## config.mk

```make
export PLATFORM = sky130hd
export DESIGN_NAME = btn_autorepeat
export DESIGN_NICKNAME = d
export VERILOG_FILES = /design/src/rtl/btn_autorepeat.sv
export SDC_FILE = /design/constraint.sdc
export NUM_CORES = 1
export LEC_CHECK = 0
export CAP_MARGIN = 40
export CORE_ASPECT_RATIO = 0.7
export CORE_UTILIZATION = 66
export CTS_BUF_LIST = sky130_fd_sc_hd__clkbuf_8
export DETAILED_ROUTE_END_ITERATION = 8
export PLACE_DENSITY_LB_ADDON = 0.08
export SLEW_MARGIN = 20
export SYNTH_ARGS = -nofsm -noshare
export SYNTH_HDL_FRONTEND = slang
export SYNTH_SLANG_ARGS = --single-unit
```

## constraint.sdc

```tcl
create_clock -name CLK -period 8.3 [get_ports CLK]
set_clock_uncertainty 0.1 [all_clocks]
set_input_delay 1.66 -clock CLK [delete_from_list [all_inputs] [get_ports CLK]]
set_output_delay 1.66 -clock CLK [all_outputs]
set_load 0.03 [all_outputs]
```

## src/rtl/btn_autorepeat.sv

```systemverilog
// rtl/btn_autorepeat.sv - press-to-pulse converter with hold-to-repeat
module btn_autorepeat #(
  parameter int DELAY  = 62500000,
  parameter int REPEAT = 12500000
) (
  input  logic CLK,
  input  logic RST,
  input  logic BTNIN,
  output logic PULSE,
  output logic HELD
);

  localparam int MAXC = (DELAY > REPEAT) ? DELAY : REPEAT;
  localparam int CW   = (MAXC > 1) ? $clog2(MAXC) : 1;

  localparam logic [CW-1:0] DELAY_LAST  = CW'(DELAY - 1);
  localparam logic [CW-1:0] REPEAT_LAST = CW'(REPEAT - 1);

  typedef enum logic [1:0] {
    S_IDLE,
    S_WAIT,
    S_REPEAT
  } state_t;

  state_t        state;
  state_t        state_nx;
  logic [CW-1:0] cnt;
  logic [CW-1:0] cnt_nx;
  logic          prev;
  logic          pulse_nx;

  // prev resets high so a button held through reset must be released before it fires
  always_ff @(posedge CLK) begin
    if (RST) begin
      state <= S_IDLE;
      cnt   <= '0;
      PULSE <= 1'b0;
      prev  <= 1'b1;
    end else begin
      state <= state_nx;
      cnt   <= cnt_nx;
      PULSE <= pulse_nx;
      prev  <= BTNIN;
    end
  end

  always_comb begin
    state_nx = state;
    cnt_nx   = cnt;
    pulse_nx = 1'b0;
    case (state)
      S_IDLE: begin
        if (BTNIN && !prev) begin
          pulse_nx = 1'b1;
          cnt_nx   = '0;
          state_nx = S_WAIT;
        end
      end
      S_WAIT: begin
        if (!BTNIN) begin
          cnt_nx   = '0;
          state_nx = S_IDLE;
        end else if (cnt == DELAY_LAST) begin
          pulse_nx = 1'b1;
          cnt_nx   = '0;
          state_nx = S_REPEAT;
        end else begin
          cnt_nx = cnt + CW'(1);
        end
      end
      S_REPEAT: begin
        if (!BTNIN) begin
          cnt_nx   = '0;
          state_nx = S_IDLE;
        end else if (cnt == REPEAT_LAST) begin
          pulse_nx = 1'b1;
          cnt_nx   = '0;
        end else begin
          cnt_nx = cnt + CW'(1);
        end
      end
      default: begin
        cnt_nx   = '0;
        state_nx = S_IDLE;
      end
    endcase
  end

  assign HELD = (state == S_REPEAT);

endmodule

```

==> results.py <==
metrics = {
    "place": {
        "post-dp-hpwl_mm": 2.53,
        "dp_cells": 217,
        "place.gp.congestion": 0.899,
        "numPortBuffers": 4,
    },
    "grt": {
        "antenna_found_initial": 0,
        "grt_pass1_vias": 1282,
        "grt_pass1_wl_mm": 5.90,
        "track_usage": 0.312,
        "grt_max_degree": 18,
        "overflow": 0,
    },
    "timing": {
        "finalHoldViolations": 0,
        "final-max-slew-violation-count": 0,
        "fmax_ghz": 0.294,
        "relSlewSlack": 0.685,
        "rsz0062_at_grt": "no",
        "min_period_ns": 3.40,
        "whs_ns": 0.413,
        "tightest_slew_ns": 0.470,
        "finalCritPeriodShare": 0.410,
        "tns_ns": 0,
        "finalSetupViolCount": 0,
    },
    "clock_network": {
        "clk_path_buf_depth": 2,
        "cts-resized-gates": 0,
        "path_clk_slew_ns": 0.06,
        "cts_sinks": 30,
        "cts_buffers": 5,
        "cts_tree": "built",
        "cts_hold_buf": 0,
        "post_cts_buffers": 0,
        "clk_latency_ns": 0.28,
        "htreeDepth": 2,
        "clock-root-buffer": "clkbuf_8",
    },
    "logic_synthesis": {
        "synth_area_leader_cell": "dfxtp_1",
        "synthDistinctLibCells": 41,
        "async_flop_share": 0,
        "yosysWarnings": 0,
        "synth_edf_count": 0,
        "synth.top_cell.area_share": 0.382,
        "synth-seq-cells": 30,
        "syn_area_per_cell_sq_um": 8.40,
        "synth_area_leaders": "dfxtp_1 38%, xor2_1 8.4%, nor2_1 6.0%",
        "synth.cell_area_sq_um": 1570,
        "syn_inst": 187,
        "synth-main-ff-cell": "dfxtp_1",
        "synth_seq_area_share": 0.382,
        "syn_nets": 195,
    },
    "critical_path": {
        "worst_r2r_startpoint": "cnt[0]$_SDFFE_PP0P_",
        "worst_r2r_endpoint": "cnt[23]$_SDFFE_PP0P_",
        "worstSetupPathType": "reg2out",
        "critical_path_required_ns": 6.54,
        "cp.arrival_ns": 1.64,
        "end_kind": "output pin",
        "reg2reg_slack_ns": 5.03,
        "crit_path_max_fanout": 4,
        "critPathLaunchType": "flop",
        "ff2ff_path_depth": 7,
    },
    "floorplanning": {
        "fp.dieH_um": 42.8,
        "start_util": 0.718,
        "dieArea_sq_um": 2580,
        "io_pins": 5,
        "coreArea_sq_um": 2190,
        "die_w_um": 60.3,
        "rows": 14,
    },
    "finish": {
        "num-nets-final": 200,
        "final_common_cell": "dfxtp_1",
        "multi_input_area_sq_um": 917,
        "drive_above_1_share": 0.0777,
        "fill_cells": 154,
        "seq_area_sq_um": 601,
        "diodes": 0,
        "syn2layout_area_growth_pct": 8.92,
        "final_cell_mix": "30 x dfxtp_1, 25 x nor2_1, 20 x nand2_1",
        "fin_cells": 225,
    },
    "min_path": {
        "min_to": "cnt[1]$_SDFFE_PP0P_",
        "hold_depth": 1,
        "hp-start": "cnt[1]$_SDFFE_PP0P_",
        "hold_path_class": "reg2reg",
    },
    "power": {
        "cellPowerDensity_nw_per_um2": 166,
        "peakVddDrop_mv": 0.125,
        "p_leak_nw": 0.612,
    },
    "status": {
        "status": "completed",
    },
    "route": {
        "drtPass1Iterations": 5,
        "ant_nets": 0,
        "drc_errors": 0,
        "via_per_inst": 6.38,
        "wl_mm": 3.56,
        "via_count": 1436,
        "drtIter0Drc": 171,
        "wl_per_cell_um": 15.8,
    },
    "job": {
        "maxCapViolations": 0,
    },
}
==> power by group <==
part           total, mW  internal (mW)  switching (mW)
registers          0.146          0.145         0.00111
clock network      0.117         0.0654          0.0515
logic             0.0214        0.00682          0.0146
==> cells in the mapped netlist (all sizes together) (2+ instances only) <==
cell type and instances:
dfxtp 30, nor2 25, nand2 20, nand3 16, xor2 15, nand4 12
a31oi 8, and3 6, ha 5, clkbuf 4, inv 4, a21oi 3
buf 3, nor3 3, nor4 3, o21ai 3, or2 3, a41oi 2
and2 2, mux2 2, nand3b 2, or4b 2
==> metal layers <==
metal  global-route usage  wire, um  up-vias
met5                    0         0        -
met4                0.112        34        0
met3               0.0884       342        5
met2                0.448      1590       83
met1                0.440      1590      668
li1                     -         -      680
==> per-stage QoR <==
stage / worst slack, ns / instance area [sq um] / util / total power, mW
after floorplan: 5.44 / 1570 / - / 0.166
after global placement: 4.82 / 1620 / 0.740 / 0.170
after detailed placement: 4.73 / 1620 / 0.740 / 0.171
after CTS: 4.90 / 1710 / 0.782 / 0.286
after global routing: 4.82 / 1710 / 0.782 / 0.295
final: 4.90 / 1710 / 0.782 / 0.285
==> area by class of cell <==
class / count / area share
clock inverters: 2 / 0.00512
repair buffers: 5 / 0.0278
multi-input cells: 146 / 0.536
inverters: 4 / 0.00877
well taps: 32 / 0.0234
flip-flops and latches: 30 / 0.351
clock buffers: 6 / 0.0482
==> how the worst max path moves through the flow <==
stage	to	startpoint	cells past startpoint
after floorplan	cnt[23]$_SDFFE_PP0P_	cnt[0]$_SDFFE_PP0P_	8
after global placement	cnt[9]$_SDFFE_PP0P_	BTNIN	7
after detailed placement	cnt[20]$_SDFFE_PP0P_	BTNIN	6
after CTS	HELD	state[0]$_SDFFE_PP0P_	3
after global routing	HELD	state[0]$_SDFFE_PP0P_	3
final	HELD	state[0]$_SDFFE_PP0P_	3
==> registers in the layout, summed over array words and instances, names as in the netlist <==
name / cells
cnt: 26
state: 2
PULSE: 1
prev: 1
==> cells by family after synthesis <==
kind of cell,Yosys count,synth area share
AO/OA/AOI/OAI,21,0.103
XOR/XNOR,16,0.0892
adder cells (fa/ha/maj),5,0.0398
buffers and inverters,11,0.0342
flip-flops,30,0.382
multiplexers,3,0.0207
AND/OR/NAND/NOR,101,0.330
==> worst max-delay path, stage by stage, from the launching register on <==
cell	delay, ns
dfxtp_1	0.34
inv_1	0.09
ha_1	0.24
clkdlybuf4s50_1	0.70
(Power assumes the default switching activity.)
